`src/rtl/program_loader.sv`:
```
// Boot-stream program loader: header word count, little-endian payload words written to imem,
// core held in reset until the load completes. Optional trailing checksum check: define CHECKSUM_EN.
module program_loader #(
   parameter int          MAX_WORDS    = 256,
   parameter logic [31:0] BASE_ADDRESS = 32'h0
) (
   input  logic        i_clk,
   input  logic        i_arstn,
   input  logic        i_byteValid,
   input  logic [7:0]  i_byte,
   output logic        o_byteReady,
   input  logic        i_reload,
   output logic        o_imemWriteEn,
   output logic [31:0] o_imemWriteAddress,
   output logic [31:0] o_imemWriteData,
   output logic        o_coreSrst,
   output logic        o_loadDone,
   output logic        o_error
);

   typedef enum logic [2:0] {
      S_HEADER  = 3'd0,
      S_PAYLOAD = 3'd1,
`ifdef CHECKSUM_EN
      S_CHECK   = 3'd2,
`endif
      S_DONE    = 3'd3,
      S_ERROR   = 3'd4
   } state_t;

   state_t      r_state;
   state_t      w_stateNext;
   logic        r_live;
   logic [1:0]  r_byteCnt;
   logic [23:0] r_shift;
   logic [31:0] r_wordCount;
   logic [31:0] r_index;
   logic        r_we;
   logic [31:0] r_addr;
   logic [31:0] r_data;
`ifdef CHECKSUM_EN
   logic [31:0] r_sum;
`endif

   logic        w_active;
   logic        w_ready;
   logic        w_accept;
   logic        w_lastByte;
   logic        w_lastWord;
   logic [31:0] w_word;

   // Completed field: earlier bytes sit in the low lanes, the current byte lands in [31:24].
   assign w_word     = {i_byte, r_shift};
   assign w_accept   = i_byteValid & w_ready;
   assign w_lastByte = w_accept & (r_byteCnt == 2'd3);
   assign w_lastWord = (r_index == r_wordCount - 32'd1);

   always_ff @(posedge i_clk or negedge i_arstn) begin
      if (!i_arstn) begin
         r_state <= S_HEADER;
      end else begin
         r_state <= w_stateNext;
      end
   end

   always_comb begin
      w_stateNext = r_state;
      w_active    = 1'b0;
      o_coreSrst  = 1'b1;
      o_loadDone  = 1'b0;
      o_error     = 1'b0;
      case (r_state)
         S_HEADER:  w_active = 1'b1;
         S_PAYLOAD: w_active = 1'b1;
`ifdef CHECKSUM_EN
         S_CHECK:   w_active = 1'b1;
`endif
         S_DONE: begin
            o_coreSrst = 1'b0;
            o_loadDone = 1'b1;
         end
         S_ERROR:   o_error = 1'b1;
         default:   w_active = 1'b0;
      endcase
      // r_live keeps ready low until the first edge after reset release.
      w_ready = r_live & w_active & ~i_reload;

      if (i_reload) begin
         w_stateNext = S_HEADER;
      end else if (w_lastByte) begin
         case (r_state)
            S_HEADER: begin
               if (w_word == 32'd0)
                  w_stateNext = S_DONE;
               else if (w_word > 32'(MAX_WORDS))
                  w_stateNext = S_ERROR;
               else
                  w_stateNext = S_PAYLOAD;
            end
            S_PAYLOAD: begin
               if (w_lastWord) begin
`ifdef CHECKSUM_EN
                  w_stateNext = S_CHECK;
`else
                  w_stateNext = S_DONE;
`endif
               end
            end
`ifdef CHECKSUM_EN
            S_CHECK: w_stateNext = (w_word == r_sum) ? S_DONE : S_ERROR;
`endif
            default: w_stateNext = r_state;
         endcase
      end
   end

   always_ff @(posedge i_clk or negedge i_arstn) begin
      if (!i_arstn) begin
         r_live      <= 1'b0;
         r_byteCnt   <= 2'd0;
         r_shift     <= 24'd0;
         r_wordCount <= 32'd0;
         r_index     <= 32'd0;
         r_we        <= 1'b0;
         r_addr      <= 32'd0;
         r_data      <= 32'd0;
`ifdef CHECKSUM_EN
         r_sum       <= 32'd0;
`endif
      end else begin
         r_live <= 1'b1;
         r_we   <= 1'b0;
         if (i_reload) begin
            r_byteCnt <= 2'd0;
            r_shift   <= 24'd0;
            r_index   <= 32'd0;
`ifdef CHECKSUM_EN
            r_sum     <= 32'd0;
`endif
         end else if (w_accept) begin
            r_byteCnt <= r_byteCnt + 2'd1;
            r_shift   <= w_word[31:8];
            if (w_lastByte) begin
               case (r_state)
                  S_HEADER: r_wordCount <= w_word;
                  S_PAYLOAD: begin
                     r_we    <= 1'b1;
                     r_addr  <= BASE_ADDRESS + {r_index[29:0], 2'b00};
                     r_data  <= w_word;
                     r_index <= r_index + 32'd1;
`ifdef CHECKSUM_EN
                     r_sum   <= r_sum + w_word;
`endif
                  end
                  default: r_index <= r_index;
               endcase
            end
         end
      end
   end

   // A reload arriving while a write is pending kills the strobe.
   assign o_byteReady        = w_ready;
   assign o_imemWriteEn      = r_we & ~i_reload;
   assign o_imemWriteAddress = r_addr;
   assign o_imemWriteData    = r_data;

endmodule

```
`config.mk`:
```
export PLATFORM = sky130hd
export DESIGN_NAME = program_loader
export DESIGN_NICKNAME = d
export VERILOG_FILES = /design/src/rtl/program_loader.sv
export SDC_FILE = /design/constraint.sdc
export NUM_CORES = 1
export LEC_CHECK = 0
export ABC_AREA = 1
export BUFFER_PORTS_ARGS = -buffer_cell sky130_fd_sc_hd__buf_2
export CORE_ASPECT_RATIO = 0.75
export CORE_MARGIN = 2
export CORE_UTILIZATION = 39
export CTS_CLUSTER_SIZE = 25
export DETAILED_ROUTE_END_ITERATION = 10
export PLACE_DENSITY = 0.66
export RECOVER_POWER = 50
export REMOVE_ABC_BUFFERS = 1
export SLEW_MARGIN = 20
export SYNTH_ARGS = -nofsm -noshare
export SYNTH_HDL_FRONTEND = slang
export SYNTH_SLANG_ARGS = --single-unit
```
`constraint.sdc`:
```
create_clock -name i_clk -period 3.85 [get_ports i_clk]
set_input_delay 0.385 -clock i_clk [delete_from_list [all_inputs] [get_ports i_clk]]
set_output_delay 0.385 -clock i_clk [all_outputs]
set_load 0.01 [all_outputs]
```
==> Yosys cells after proc, flatten, opt, wreduce, memory -nomap -nowiden <==
Cells that the tools add are included.
{ "word_totals": {"in_bits": 12, "reg_bits": 157, "wordCells": 58, "output_inout_bits": 69} }
{ "classes": {"n_lt_le_gt_ge": 1, "n_bitwise": 6, "eq_ne": 6, "n_mux": 22, "add_sub_neg": 3, "reduce_logical": 11} }
{ "op_table": {"columns": ["operator", "n"], "rows": [
  ["32-bit 2-to-1 mux", 4],
  ["24-bit 2-to-1 mux", 2],
  ["32-bit by 1-bit adder with 32-bit output (second input constant)", 1],
  ["32-bit == test", 1],
  ["32-bit by 9-bit > comparator with 1-bit output (second input constant)", 1],
  ["32-bit logical NOT", 1],
  ["32-bit by 1-bit subtractor with 32-bit output (second input constant)", 1],
  ["3-bit 2-to-1 mux", 5],
  ["1-bit 2-to-1 mux", 8],
  ["4-bit AND reduction", 2],
  ["3-bit one-hot mux with 2 select lines", 1],
  ["3-bit AND reduction", 2],
  ["2-bit nonzero test", 3],
  ["1-bit bitwise AND", 5],
  ["2-bit 2-to-1 mux", 2],
  ["3-bit by 1-bit == test with 1-bit output (second input constant)", 1],
  ["3-bit by 2-bit == test with 1-bit output (second input constant)", 1],
  ["3-bit == test (second input constant)", 1],
  ["3-bit logical NOT", 1],
  ["3-bit inequality test (second input constant)", 1],
  ["3-bit nonzero test", 1],
  ["2-bit by 1-bit adder with 2-bit output (second input constant)", 1],
  ["2-bit == test (second input constant)", 1],
  ["2-bit OR reduction", 1],
  ["1-bit inverter", 1]
]} }

==> Depth between registers and ports, before layout <==
Gate-level depths: netlist (run 1).
{ "depth": {"word_depth": 10, "ltp_mapped": 18, "ltp_nobuf": 18} }

==> Least setup slack after synthesis (run 1) <==
No wires, ideal clock.
{ "synth_path": {"kind": "input port to flip-flop", "start": "input i_reload", "end": "register r_byteCnt[1]", "arrival_time_ps": 1847, "setup_ps": 122, "t_required_ps": 3728, "stages": 6, "path_buffers": 1, "path_slack_ps": 1882, "path_cell_list": "buf_2 > nor4_1 > nand2_1 > nand2_2 > inv_1 > a32o_1"} }
{ "synth_via": {"elab_chain_cells": 4, "elab_cells_between_ends": 5, "cone_classes": "mux (1); bitwise (3); reduce/logical (1)"} }
{ "synth_lines": {"columns": ["element", "line_no", "text"], "rows": [
  ["start: declaration", "12", "input logic i_reload,"],
  ["1-bit inverter (no line)", null, null],
  ["1-bit bitwise AND", "86", "w_ready = r_live & w_active & ~i_reload;"],
  ["net o_byteReady", "11", "output logic o_byteReady,"],
  ["1-bit bitwise AND", "54", "assign w_accept = i_byteValid & w_ready;"],
  ["2-bit nonzero test (no line)", null, null],
  ["end signal: assignment", "141", "r_byteCnt <= r_byteCnt + 2'd1;"],
  ["end: declaration", "34", "logic [1:0] r_byteCnt;"]
]} }
The timed path passes the listed nets, and every way through them passes these cells.
A chain may end at the register's enable or synchronous reset.

==> key figures, run 1 <==
Hold path
  • Worst hold start: i_byteValid
  • Hold path depth: 2
  • Hold worst-path end: r_byteCnt[1]$_DFFE_PN0N_
  • Worst hold path type: in2reg

Yosys
  • Mapped cell area: 7970 um2
  • Synth top area share: 49.3%
  • Yosys top cell by area: dfrtp_1
  • Post-synthesis mux area share: 0%
  • Sequential area share after synthesis: 49.3%
  • Avg Inst Size Synth: 7.87 um2
  • Instance count of the mapped netlist: 1012
  • Main flop type after synthesis: dfrtp_1
  • XOR/XNOR Fraction of Synth Area: 3.96%
  • Async SR Flop Fraction: 100%
  • Synth cell count leaders: 264 x nand2_1, 157 x dfrtp_1, 129 x nor2_1
  • Count of cell types in the netlist: 40
  • Post-synth EDFFs: 0
  • Area contributors post-synth: dfrtp_1 49%, nand2_1 12%, nor2_1 6.1%, o21ai_0 6.0%, inv_1 5.3%
  • Largest family of logic cells by synthesized area: simple AND/OR/NAND/NOR gates
  • Adder-Cell Fraction of Synth Area: 0.471%
  • Yosys Warn Count: 0
  • #FFs+latches synth: 157
  • Synth Area in Simple Gates: 27.2%
  • Most used standard cell by instance count after synthesis: nand2_1
  • Compound-cell area share of the yosys netlist: 11.3%

Clock network
  • Post-CTS Setup Inserts: 0
  • Post-CTS Resized: 0
  • Hold Buf Count CTS: 0
  • Root Buffer: clkbuf_16
  • CTS tree: done
  • Clk_lat worst skew: 0.45 ns
  • CTS Buffer Depth: 2
  • Num CTS Buffers: 17
  • Worst-path clk slew: 0.06 ns
  • Depth of the CTS H-tree: 4
  • CTS sink cnt: 157

Timing
  • Fin crit share: 64.7%
  • Count of final hold-check violations: 0
  • Slew HR: -54.6%
  • Final worst setup slack: 1.36 ns
  • Max Fclk: 0.401 GHz
  • Setup TNS: 0 ns
  • Worst Tran Pin Value: 2.32 ns
  • Slew Limit Fails: 92
  • Worst Skew: 0.0100 ns
  • Final Setup Violations: 0
  • RSZ-0062 raised after global routing: no
  • Final Critical Period: 2.49 ns

Route
  • Total Wirelength: 20900 um
  • DRC violations left: 0
  • Drt first-iter violations: 639
  • First-pass DRT Iterations: 9
  • Via density: 5.12
  • WL per Instance: 15.4 um
  • Final ANT Viol Nets: 0
  • Via count: 6940

Final layout
  • N_diodes: 0
  • Fill count: 2022
  • Fraction of layout cells with a size suffix above 1: 10.2%
  • Nets: 1099
  • Layout overhead on the synthesized area: 15.0%
  • Multi-input logic area: 3430 um2
  • Register area: 3930 um2

Global route
  • Initial antenna violation count: 0
  • GRT Util Overall: 20.4%
  • First-pass GRT wire length: 34700 um
  • Largest net degree at the start of global routing: 92
  • Overflow after GRT: 0
  • Number of global-route vias before repair: 6450

Floorplan
  • Die width: 169 um
  • Initial Util: 39.5%
  • Chip Height: 128 um
  • Total core area: 20200 um2
  • Row cnt: 45
  • Ports: 81
  • Die Area: 21600 um2

Placed design
  • Routability cong.: 0.936
  • Final HPWL DP: 15000 um
  • IO buf count: 78
  • Pre-CTS setup slack: 1.51 ns

Pwr
  • Worst vdd rail ir drop: 0.000214 V
  • LEAKAGE: 4.59 nW
  • Power Dens Cells: 390 nW/um2

Setup path
  • WS Path Type: in2async
  • Worst path top cell family by delay: buffers and inverters
  • R2R Path Start: r_state[2]$_DFFE_PN0P_
  • Data required time of the critical path: 4.32 ns
  • CP peak stage delay: 1.61 ns
  • Most frequent CP cell: clkbuf_2
  • Critical R2R Capture: r_index[14]$_DFFE_PN0P_
  • Flop-to-flop setup slack: 1.51 ns
  • Crit-path max FO: 91
  • Worst path cell trace: clkbuf_2 > clkbuf_2
  • R2R depth: 9
  • Arr. time, crit path: 2.96 ns
  • CP max stage cell: clkbuf_2
  • CP startpoint kind: input port
  • Worst Setup End Kind: async pin
  • Worst Path Buf+Inv: 2

Outcome
  • Status: finished with violations
  • Failing checks: max-capacitance violations, max-slew violations

Flow run
  • Max-cap violations: 1
## cells in the final DEF, fill, tap and decap left out, drive strengths merged, types with 2 or more instances in the layout
cell / count
o21bai: 6
dfrtp: 157
xnor2: 13
nand3b: 7
o21ai: 98
nor4: 6
buf: 50
bufinv: 3
nand4: 22
inv: 120
a21oi: 4
xor2: 23
o211ai: 5
conb: 3
nor2: 142
nand2: 269
clkbuf: 57
o22ai: 33
clkinv: 6
o31ai: 2
o32ai: 2
nand3: 40
nor3: 17
a32o: 3
ha: 3
## kinds of logic (layout without fill, tap and decap cells)
| group | Yosys count | in the layout |
|---|---|---|
| simple gates | 504 | 504 |
| compound gates | 157 | 157 |
| flops | 157 | 157 |
| buf+inv | 153 | 237 |
| xor+xnor | 36 | 36 |
| fa+ha+maj | 3 | 3 |
| other cells | 2 | 3 |
## how the worst max path moves through the flow
stage | from | to | slack [ns] | cells after the start
final | i_arstn | r_shift[10]$_DFFE_PN0N_ | 1.36 | 2
after global routing | i_arstn | r_shift[10]$_DFFE_PN0N_ | 0.80 | 2
after CTS | r_state[2]$_DFFE_PN0P_ | r_index[14]$_DFFE_PN0P_ | 1.49 | 9
after detailed placement | i_reload | r_index[14]$_DFFE_PN0P_ | 1.51 | 10
after global placement | i_reload | r_byteCnt[1]$_DFFE_PN0N_ | 1.56 | 7
after floorplan | r_state[2]$_DFFE_PN0P_ | r_index[15]$_DFFE_PN0P_ | 1.42 | 9
## metrics by stage
stage                     total power [W]  cells  util (%)  instance area, um2  hold WS (ns)
after floorplan                   0.00174    979         -                7800        0.0894
after global placement            0.00180   1323      42.6                8590         0.454
after detailed placement          0.00180   1323      42.6                8590         0.453
after CTS                         0.00360   1355      45.7                9210        0.0677
after global routing              0.00369   1355      45.4                9160         0.262
final                             0.00357   1355      45.4                9160         0.242
## where the power goes
| group | total (W) | internal [W] | switching (W) |
|---|---|---|---|
| combinational | 0.000109 | 0.0000233 | 0.0000856 |
| clock | 0.00180 | 0.00108 | 0.000717 |
| sequential | 0.00166 | 0.00166 | 0.00000480 |
| total | 0.00357 | 0.00276 | 0.000807 |
## layout make-up
cell class | instances | share of cell area (%)
sequential | 157 | 42.9
clock buffer | 21 | 5.14
multi-input combinational | 703 | 37.5
clock inverter | 11 | 1.69
timing repair buffer | 86 | 4.40
inverter | 119 | 4.89
tap | 258 | 3.53
## worst register-to-register path, delay by kind of cell (launching register included)
family                 cells  cell delay (ns)
buffers and inverters      5             0.99
AO/OA/AOI/OAI              1             0.20
AND/OR/NAND/NOR            3             0.62
flip-flops                 1             0.44
## layer usage
layer	vias to the layer above	GRT usage (%)	wire length [um]
met5	-	0	0
met4	0	5.33	211
met3	17	4.94	1310
met2	229	29.0	8670
met1	3280	31.0	10700
li1	3414	-	-
## sequential cells by signal (all words and copies together) (netlist names)
name / cells
r_we: 1
r_live: 1
r_state: 3
r_byteCnt: 2
r_wordCount: 32
o_imemWriteData: 32
r_shift: 24
r_index: 32
o_imemWriteAddress: 30
(Power assumes the default switching activity.)
==> inputs of run 2 (changes only) <==
--- a/config.mk
+++ b/config.mk
@@ -5,14 +5,14 @@
 export SDC_FILE = /design/constraint.sdc
 export NUM_CORES = 1
 export LEC_CHECK = 0
-export ABC_AREA = 1
+export ABC_AREA = 0
 export BUFFER_PORTS_ARGS = -buffer_cell sky130_fd_sc_hd__buf_2
 export CORE_ASPECT_RATIO = 0.75
 export CORE_MARGIN = 2
 export CORE_UTILIZATION = 39
 export CTS_CLUSTER_SIZE = 25
 export DETAILED_ROUTE_END_ITERATION = 10
-export PLACE_DENSITY = 0.66
+export PLACE_DENSITY = 0.68
 export RECOVER_POWER = 50
 export REMOVE_ABC_BUFFERS = 1
 export SLEW_MARGIN = 20
==> constraint.sdc (replaced) <==
create_clock -name i_clk -period 2 [get_ports i_clk]
set_input_delay 0.2 -clock i_clk [delete_from_list [all_inputs] [get_ports i_clk]]
set_output_delay 0.2 -clock i_clk [all_outputs]
set_load 0.01 [all_outputs]
==> run 2 against run 1 <==
  * Power increased by 89%
  * Clock-buffer cell count down 1
  * Area after synthesis decreased by 3.7%
  * Cell count is 3.0% lower
  * Sequential power grew 95%
  * Setup slack worse by 2.1 ns
  * Routed wire length grew 12%
  * The flow finishes with violations (negative setup slack)
  * Largest cell class unchanged
  * Non-clock buffer count is 169 higher
  * First-iteration DRC count down 2.2%
  * Design area up 17%
  * Clock power grew 74%
  * Highest routed layer unchanged
  * Die area is 3.6% lower
==> key figures, run 2 <==
Outcome
  • Status: finished with violations
  • Failing checks: negative setup slack

Timing
  • Worst Skew: 0.00692 ns (-0.00311 ns)
  • Fin crit share: 138%
  • Max Fclk: 0.362 GHz
  • Final Setup Violations: 95 (+95)
  • Count of final hold-check violations: 0 (unchanged)
  • Worst Tran Pin Value: 0.939 ns (-1.38 ns)
  • Final worst setup slack: -0.759 ns (-2.12 ns)
  • Slew HR: 37.4% (+92 points)
  • RSZ-0062 raised after global routing: yes
  • Slew Limit Fails: 0 (-100%)
  • Final Critical Period: 2.76 ns
  • Worst hold slack: 0.0254 ns (-0.217 ns)

Setup path
  • Crit-path max FO: 2 (-98%)
  • Most frequent CP cell: or4_4
  • Worst Setup End Kind: flip-flop
  • Worst path top cell family by delay: simple AND/OR/NAND/NOR gates
  • CP peak stage delay: 0.55 ns (-1.06 ns)
  • CP max stage cell: or4_4
  • Arr. time, crit path: 3.11 ns (+0.15 ns)
  • Worst path cell trace: or4_4 > or4_4 > a2111oi_4 > o2111ai_2 > a22oi_2 > nand4_1 > and3b_1 > a211oi_2
  • CP startpoint kind: flip-flop
  • Worst Path Buf+Inv: 0 (-2)
  • WS Path Type: reg2reg
  • Data required time of the critical path: 2.35 ns (-1.97 ns)

Yosys
  • Instance count of the mapped netlist: 817 (-19%)
  • Mapped cell area: 7670 um2 (-3.7%)
  • Sequential area share after synthesis: 51.2% (+1.9 points)
  • Most used standard cell by instance count after synthesis: nand2_1
  • #FFs+latches synth: 157 (unchanged)
  • Area contributors post-synth: dfrtp_1 51%, nand2_1 13%, mux2_2 5.0%, nand3_1 3.3%, xnor2_1 2.7%
  • Yosys Warn Count: 0 (unchanged)
  • Synth cell count leaders: 264 x nand2_1, 157 x dfrtp_1, 51 x nand3_1
  • Post-synth EDFFs: 0 (unchanged)
  • Count of cell types in the netlist: 70 (+75%)
  • Main flop type after synthesis: dfrtp_1
  • Synth top area share: 51.2% (+1.9 points)
  • Avg Inst Size Synth: 9.39 um2 (+19%)
  • Async SR Flop Fraction: 100% (unchanged)
  • Yosys top cell by area: dfrtp_1

Floorplan
  • Die width: 166 um (-1.8%)
  • Die Area: 20800 um2 (-3.6%)
  • Ports: 81 (unchanged)
  • Total core area: 19300 um2 (-4.1%)
  • Chip Height: 125 um (-1.8%)
  • Initial Util: 39.7% (+0.18 points)
  • Row cnt: 44 (-2.2%)

Global route
  • Largest net degree at the start of global routing: 56 (-39%)
  • Overflow after GRT: 0 (unchanged)
  • Initial antenna violation count: 0 (unchanged)
  • GRT Util Overall: 20.1% (-0.36 points)
  • Number of global-route vias before repair: 6307 (-2.2%)
  • First-pass GRT wire length: 33400 um (-3.9%)

Route
  • Total Wirelength: 23400 um (+12%)
  • Via density: 5.29 (+3.4%)
  • DRC violations left: 0 (unchanged)
  • Final ANT Viol Nets: 0 (unchanged)
  • Via count: 6956 (+0.23%)
  • WL per Instance: 17.8 um (+15%)
  • Drt first-iter violations: 625 (-2.2%)
  • First-pass DRT Iterations: 8 (-1)

Final layout
  • Commonest non-fill, non-tap cells in the layout: 245 x nand2_1, 157 x dfrtp_1, 135 x buf_4
  • Layout overhead on the synthesized area: 39.9%
  • Commonest non-fill, non-tap cell in the layout: nand2_1
  • Nets: 1063 (-3.3%)
  • Fill count: 1687 (-17%)
  • Fraction of layout cells with a size suffix above 1: 37.9% (+28 points)
  • N_diodes: 0 (unchanged)

Clock network
  • CTS Buffer Depth: 2 (unchanged)
  • Root Buffer: clkbuf_16
  • Clk_lat worst skew: 0.43 ns (-0.02 ns)
  • Depth of the CTS H-tree: 4 (unchanged)
  • Worst-path clk slew: 0.06 ns (about the same)
  • Num CTS Buffers: 17 (unchanged)
  • CTS tree: done
  • CTS sink cnt: 157 (unchanged)

Hold path
  • Worst hold path type: in2reg

Pwr
  • LEAKAGE: 5.76 nW (+25%)
  • Worst vdd rail ir drop: 0.000422 V (+98%)
  • Power Dens Cells: 628 nW/um2 (+61%)

Placed design
  • Pre-CTS setup slack: -0.880 ns (-2.39 ns)
  • Final HPWL DP: 14500 um (-2.8%)
  • IO buf count: 78 (unchanged)
  • Routability cong.: 0.909 (-2.9%)

Flow run
  • Max-cap violations: 0 (-1)
-- run 2: cell types whose count changed after synthesis, moves of 13 or more --
cell / previous run / this run
inv_1: 112 / 10
nor2_1: 129 / 33
o21ai_0: 95 / 22
mux2_2: 0 / 34
o22ai_1: 33 / 0
clkbuf_1: 15 / 30
nand3_1: 38 / 51
-- run 2: final timing paths --
path / from / endpoint / slack [ns] / cells past startpoint
setup / recovery: r_wordCount[22]$_DFFE_PN0P_ / r_state[0]$_DFFE_PN0P_ / -0.76 / 8
hold / removal: i_byte[4] / r_shift[20]$_DFFE_PN0N_ / 0.03 / 3
setup reg to reg: r_wordCount[22]$_DFFE_PN0P_ / r_state[0]$_DFFE_PN0P_ / -0.76 / 8
hold reg to reg: o_imemWriteAddress[2]$_DFFE_PN0P_ / o_imemWriteAddress[2]$_DFFE_PN0P_ / 0.47 / 2
max in group asynchronous: i_arstn / r_shift[23]$_DFFE_PN0N_ / 0.30 / 3
min in group asynchronous: i_arstn / o_imemWriteAddress[11]$_DFFE_PN0P_ / 0.45 / 2
-- run 2: cells by family (layout without fill, tap and decap cells) --
logic type | count (synthesis) | after routing | share of synthesized area (%)
AND/OR/NAND/NOR | 449 | 449 | 27.3
flip-flops | 157 | 157 | 51.2
AO/OA/AOI/OAI | 65 | 65 | 6.15
buffers and inverters | 54 | 297 | 3.60
XOR/XNOR | 47 | 47 | 5.37
multiplexers | 40 | 40 | 5.77
adder cells (fa/ha/maj) | 3 | 3 | 0.489
other | 2 | 3 | 0.0979
-- run 2: cell type report --
cell class | count | area [um2] | share of cell area (%)
Inverter | 10 | 37.5 | 0.350
Tap cell | 253 | 317 | 2.95
Timing Repair Buffer | 255 | 2060 | 19.2
Clock inverter | 12 | 114 | 1.06
Sequential cell | 157 | 3930 | 36.6
Clock buffer | 20 | 457 | 4.26
Multi-Input combinational cell | 607 | 3820 | 35.6
-- run 2: worst min-delay path, stage by stage --
cell	delay [ns]
buf_2	0.12
nand2_1	0.05
nand2_1	0.05
-- run 2: metal layers --
| metal | GRT usage (%) | part of all wire, % | vias to the layer above |
|---|---|---|---|
| li1 | - | - | 3257 |
| met1 | 29.4 | 47 | 3423 |
| met2 | 29.9 | 44 | 250 |
| met3 | 5.00 | 6.9 | 26 |
| met4 | 4.96 | 1.7 | 0 |
| met5 | 0 | 0 | - |
-- run 2: power breakdown --
group	internal [W]	switching [W]
sequential	0.00320	0.0000335
clock	0.00179	0.00135
combinational	0.000139	0.000223
total	0.00513	0.00161
-- run 2: through the flow --
step	area [um2]	cells	util (%)	total power, W	setup TNS [ns]
2_1_floorplan	7440	774	-	0.00342	-298.56
3_3_place_gp	9210	1241	47.7	0.00362	-6.38
3_5_place_dp	9210	1241	47.7	0.00363	-7.23
4_1_cts	10000	1280	51.7	0.00678	-2.41
5_1_grt	10700	1314	55.5	0.00698	-22.50
6_report	10700	1314	55.5	0.00674	-10.32
-- run 2: what timing repair did --
item / in CTS / in global routing
buffers inserted: 6 / 24
cloned: 0 / 13
endpoints found under the setup margin: 74 / 81
hold endpoints to repair: 31 / 0
pin swaps: 27 / 38
gates resized for setup: 37 / 92
hold buffers: 1 / 0
==> inputs of run 3 (changes only) <==
--- a/config.mk
+++ b/config.mk
@@ -13,9 +13,7 @@
 export CTS_CLUSTER_SIZE = 25
 export DETAILED_ROUTE_END_ITERATION = 10
 export PLACE_DENSITY = 0.68
-export RECOVER_POWER = 50
 export REMOVE_ABC_BUFFERS = 1
-export SLEW_MARGIN = 20
 export SYNTH_ARGS = -nofsm -noshare
 export SYNTH_HDL_FRONTEND = slang
 export SYNTH_SLANG_ARGS = --single-unit
==> run 3 against run 2 <==
  * The run still ends with negative setup slack left
  * Clock-buffer cell count unchanged
  * Core utilization up 0.21 points
  * Setup slack worse by 0.017 ns
  * Design area up 0.37%
  * Combinational power grew 3%
  * First-iteration DRC count shrank 5.6%
  * Register-to-register slack got worse by 0.02 ns
  * Highest routed layer unchanged
==> key figures, run 3 (synthesis results as in run 2) <==
Timing
  • Setup TNS: -10.74 ns (-0.419 ns)
  • RSZ-0062 raised after global routing: yes
  • Final worst setup slack: -0.776 ns (-0.0165 ns)
  • Slew HR: 66.9% (+30 points)
  • Worst Tran Pin Value: 0.493 ns (-0.446 ns)
  • Worst hold slack: 0.0239 ns (-0.00154 ns)
  • Count of final hold-check violations: 0 (unchanged)
  • Final Critical Period: 2.78 ns (+0.0165 ns)
  • Worst Skew: 0.00784 ns (+0.000920 ns)
  • Fin crit share: 139% (+0.83 points)
  • Slew Limit Fails: 0 (unchanged)
  • Max Fclk: 0.360 GHz (-0.59%)
  • Final Setup Violations: 96 (+1.1%)

Final layout
  • Fraction of layout cells with a size suffix above 1: 38.0% (+0.094 points)
  • N_diodes: 0 (unchanged)
  • Nets: 1063 (unchanged)
  • Commonest non-fill, non-tap cell in the layout: nand2_1
  • Commonest non-fill, non-tap cells in the layout: 245 x nand2_1, 157 x dfrtp_1, 138 x buf_4
  • Core Util, Final: 55.7% (+0.21 points)
  • Layout overhead on the synthesized area: 40.4%

Clock network
  • Clk_lat worst skew: 0.43 ns (about the same)
  • Depth of the CTS H-tree: 4 (unchanged)
  • Worst-path clk slew: 0.06 ns (about the same)
  • Num CTS Buffers: 17 (unchanged)
  • CTS Buffer Depth: 2 (unchanged)
  • CTS sink cnt: 157 (unchanged)
  • Root Buffer: clkbuf_16
  • CTS tree: done

Setup path
  • Flop-to-flop setup slack: -0.78 ns (-0.02 ns)
  • CP startpoint kind: flip-flop
  • Arr. time, crit path: 3.13 ns (+0.02 ns)
  • Data required time of the critical path: 2.35 ns (about the same)
  • R2R Path Start: r_wordCount[22]$_DFFE_PN0P_
  • Crit-path max FO: 2 (unchanged)
  • WS Path Type: reg2reg
  • Worst Setup End Kind: flip-flop
  • Critical R2R Capture: r_state[0]$_DFFE_PN0P_
  • R2R depth: 8 (unchanged)

Route
  • First-pass DRT Iterations: 5 (-3)
  • Total Wirelength: 23500 um (+0.53%)
  • WL per Instance: 17.9 um (+0.53%)
  • Via density: 5.30 (+0.19%)
  • DRC violations left: 0 (unchanged)
  • Via count: 6969 (+0.19%)
  • Final ANT Viol Nets: 0 (unchanged)
  • Drt first-iter violations: 590 (-5.6%)

Hold path
  • Worst hold start: i_byte[4]
  • Hold path depth: 3 (unchanged)
  • Worst hold path type: in2reg
  • Hold worst-path end: r_shift[20]$_DFFE_PN0N_

Global route
  • First-pass GRT wire length: 33400 um (unchanged)
  • Overflow after GRT: 0 (unchanged)
  • Initial antenna violation count: 0 (unchanged)
  • Largest net degree at the start of global routing: 56 (unchanged)
  • GRT Util Overall: 20.1% (unchanged)
  • Number of global-route vias before repair: 6307 (unchanged)

Outcome
  • Status: finished with violations
  • Failing checks: negative setup slack

Placed design
  • Final HPWL DP: 14500 um (unchanged)
  • IO buf count: 78 (unchanged)
  • Pre-CTS setup slack: -0.880 ns (unchanged)
  • Routability cong.: 0.909 (unchanged)

Floorplan
  • Ports: 81 (unchanged)
  • Total core area: 19300 um2 (unchanged)
  • Chip Height: 125 um (unchanged)
  • Row cnt: 44 (unchanged)
  • Die width: 166 um (unchanged)
  • Initial Util: 39.7% (unchanged)
  • Die Area: 20800 um2 (unchanged)

Pwr
  • Power Dens Cells: 627 nW/um2 (about the same)
  • Final Power: 0.00675 W (+0.28%)
  • LEAKAGE: 5.77 nW (+0.29%)
  • Worst vdd rail ir drop: 0.000427 V (+1.1%)

Flow run
  • Max-cap violations: 0 (unchanged)
[run 3: cell types whose count changed in the layout (fill, tap and decap cells not counted), sizes merged]
| cell | previous run | this run |
|---|---|---|
| buf | 240 | 246 |
| clkbuf | 34 | 28 |
[run 3: layout make-up]
| cell class | instances | area [um2] |
|---|---|---|
| multi-input combinational | 607 | 3820 |
| fill | 1682 | 8550 |
| tap | 253 | 317 |
| timing repair buffer | 255 | 2100 |
| clock inverter | 12 | 114 |
| sequential | 157 | 3930 |
| inverter | 10 | 37.5 |
| clock buffer | 20 | 457 |
[run 3: worst max path at each step]
| stage | end | cells past startpoint | startpoint |
|---|---|---|---|
| after global routing | r_state[0]$_DFFE_PN0P_ | 12 | r_wordCount[0]$_DFFE_PN0P_ |
| after global placement | r_state[0]$_DFFE_PN0P_ | 8 | r_wordCount[22]$_DFFE_PN0P_ |
| after CTS | r_state[0]$_DFFE_PN0P_ | 8 | r_wordCount[22]$_DFFE_PN0P_ |
| after detailed placement | r_state[0]$_DFFE_PN0P_ | 8 | r_wordCount[22]$_DFFE_PN0P_ |
| after floorplan | r_index[30]$_DFFE_PN0P_ | 10 | r_state[2]$_DFFE_PN0P_ |
| final | r_state[0]$_DFFE_PN0P_ | 8 | r_wordCount[22]$_DFFE_PN0P_ |
[run 3: power by group]
part | switching [W] | leakage [nW] | total (W) | internal, W
combinational | 0.000224 | 3.31 | 0.000373 | 0.000148
clock | 0.00136 | 0.274 | 0.00315 | 0.00179
sequential | 0.0000336 | 2.19 | 0.00323 | 0.00320
total | 0.00162 | 5.77 | 0.00675 | 0.00514
[run 3: routing by layer]
metal | GRT usage [%] | vias to the layer above | routed length (um)
met5 | 0 | - | 0
met2 | 29.9 | 245 | 10500
met3 | 5.00 | 28 | 1640
li1 | - | 3262 | -
met4 | 4.96 | 0 | 386
met1 | 29.4 | 3434 | 11100
[run 3: through the flow]
step	instances	area (um2)
floorplan	774	7440
global placement	1241	9210
detailed placement	1241	9210
CTS	1280	10000
global route	1314	10800
finish	1314	10800
[run 3: what timing repair did]
action	CTS	global route
pin swaps	27	38
gates resized for setup	37	92
hold buffers	1	0
setup buffers	6	24
endpoints found under the hold margin	31	0
gates cloned	0	13
setup endpoints to repair	74	81
[run 3: worst max-delay path: stages (launching register included)]
cell       delay, ns
dfrtp_1         0.37
or4_4           0.53
or4_4           0.55
a2111oi_4       0.33
o2111ai_2       0.16
a22oi_2         0.20
nand4_1         0.19
and3b_1         0.23
a211oi_2        0.13
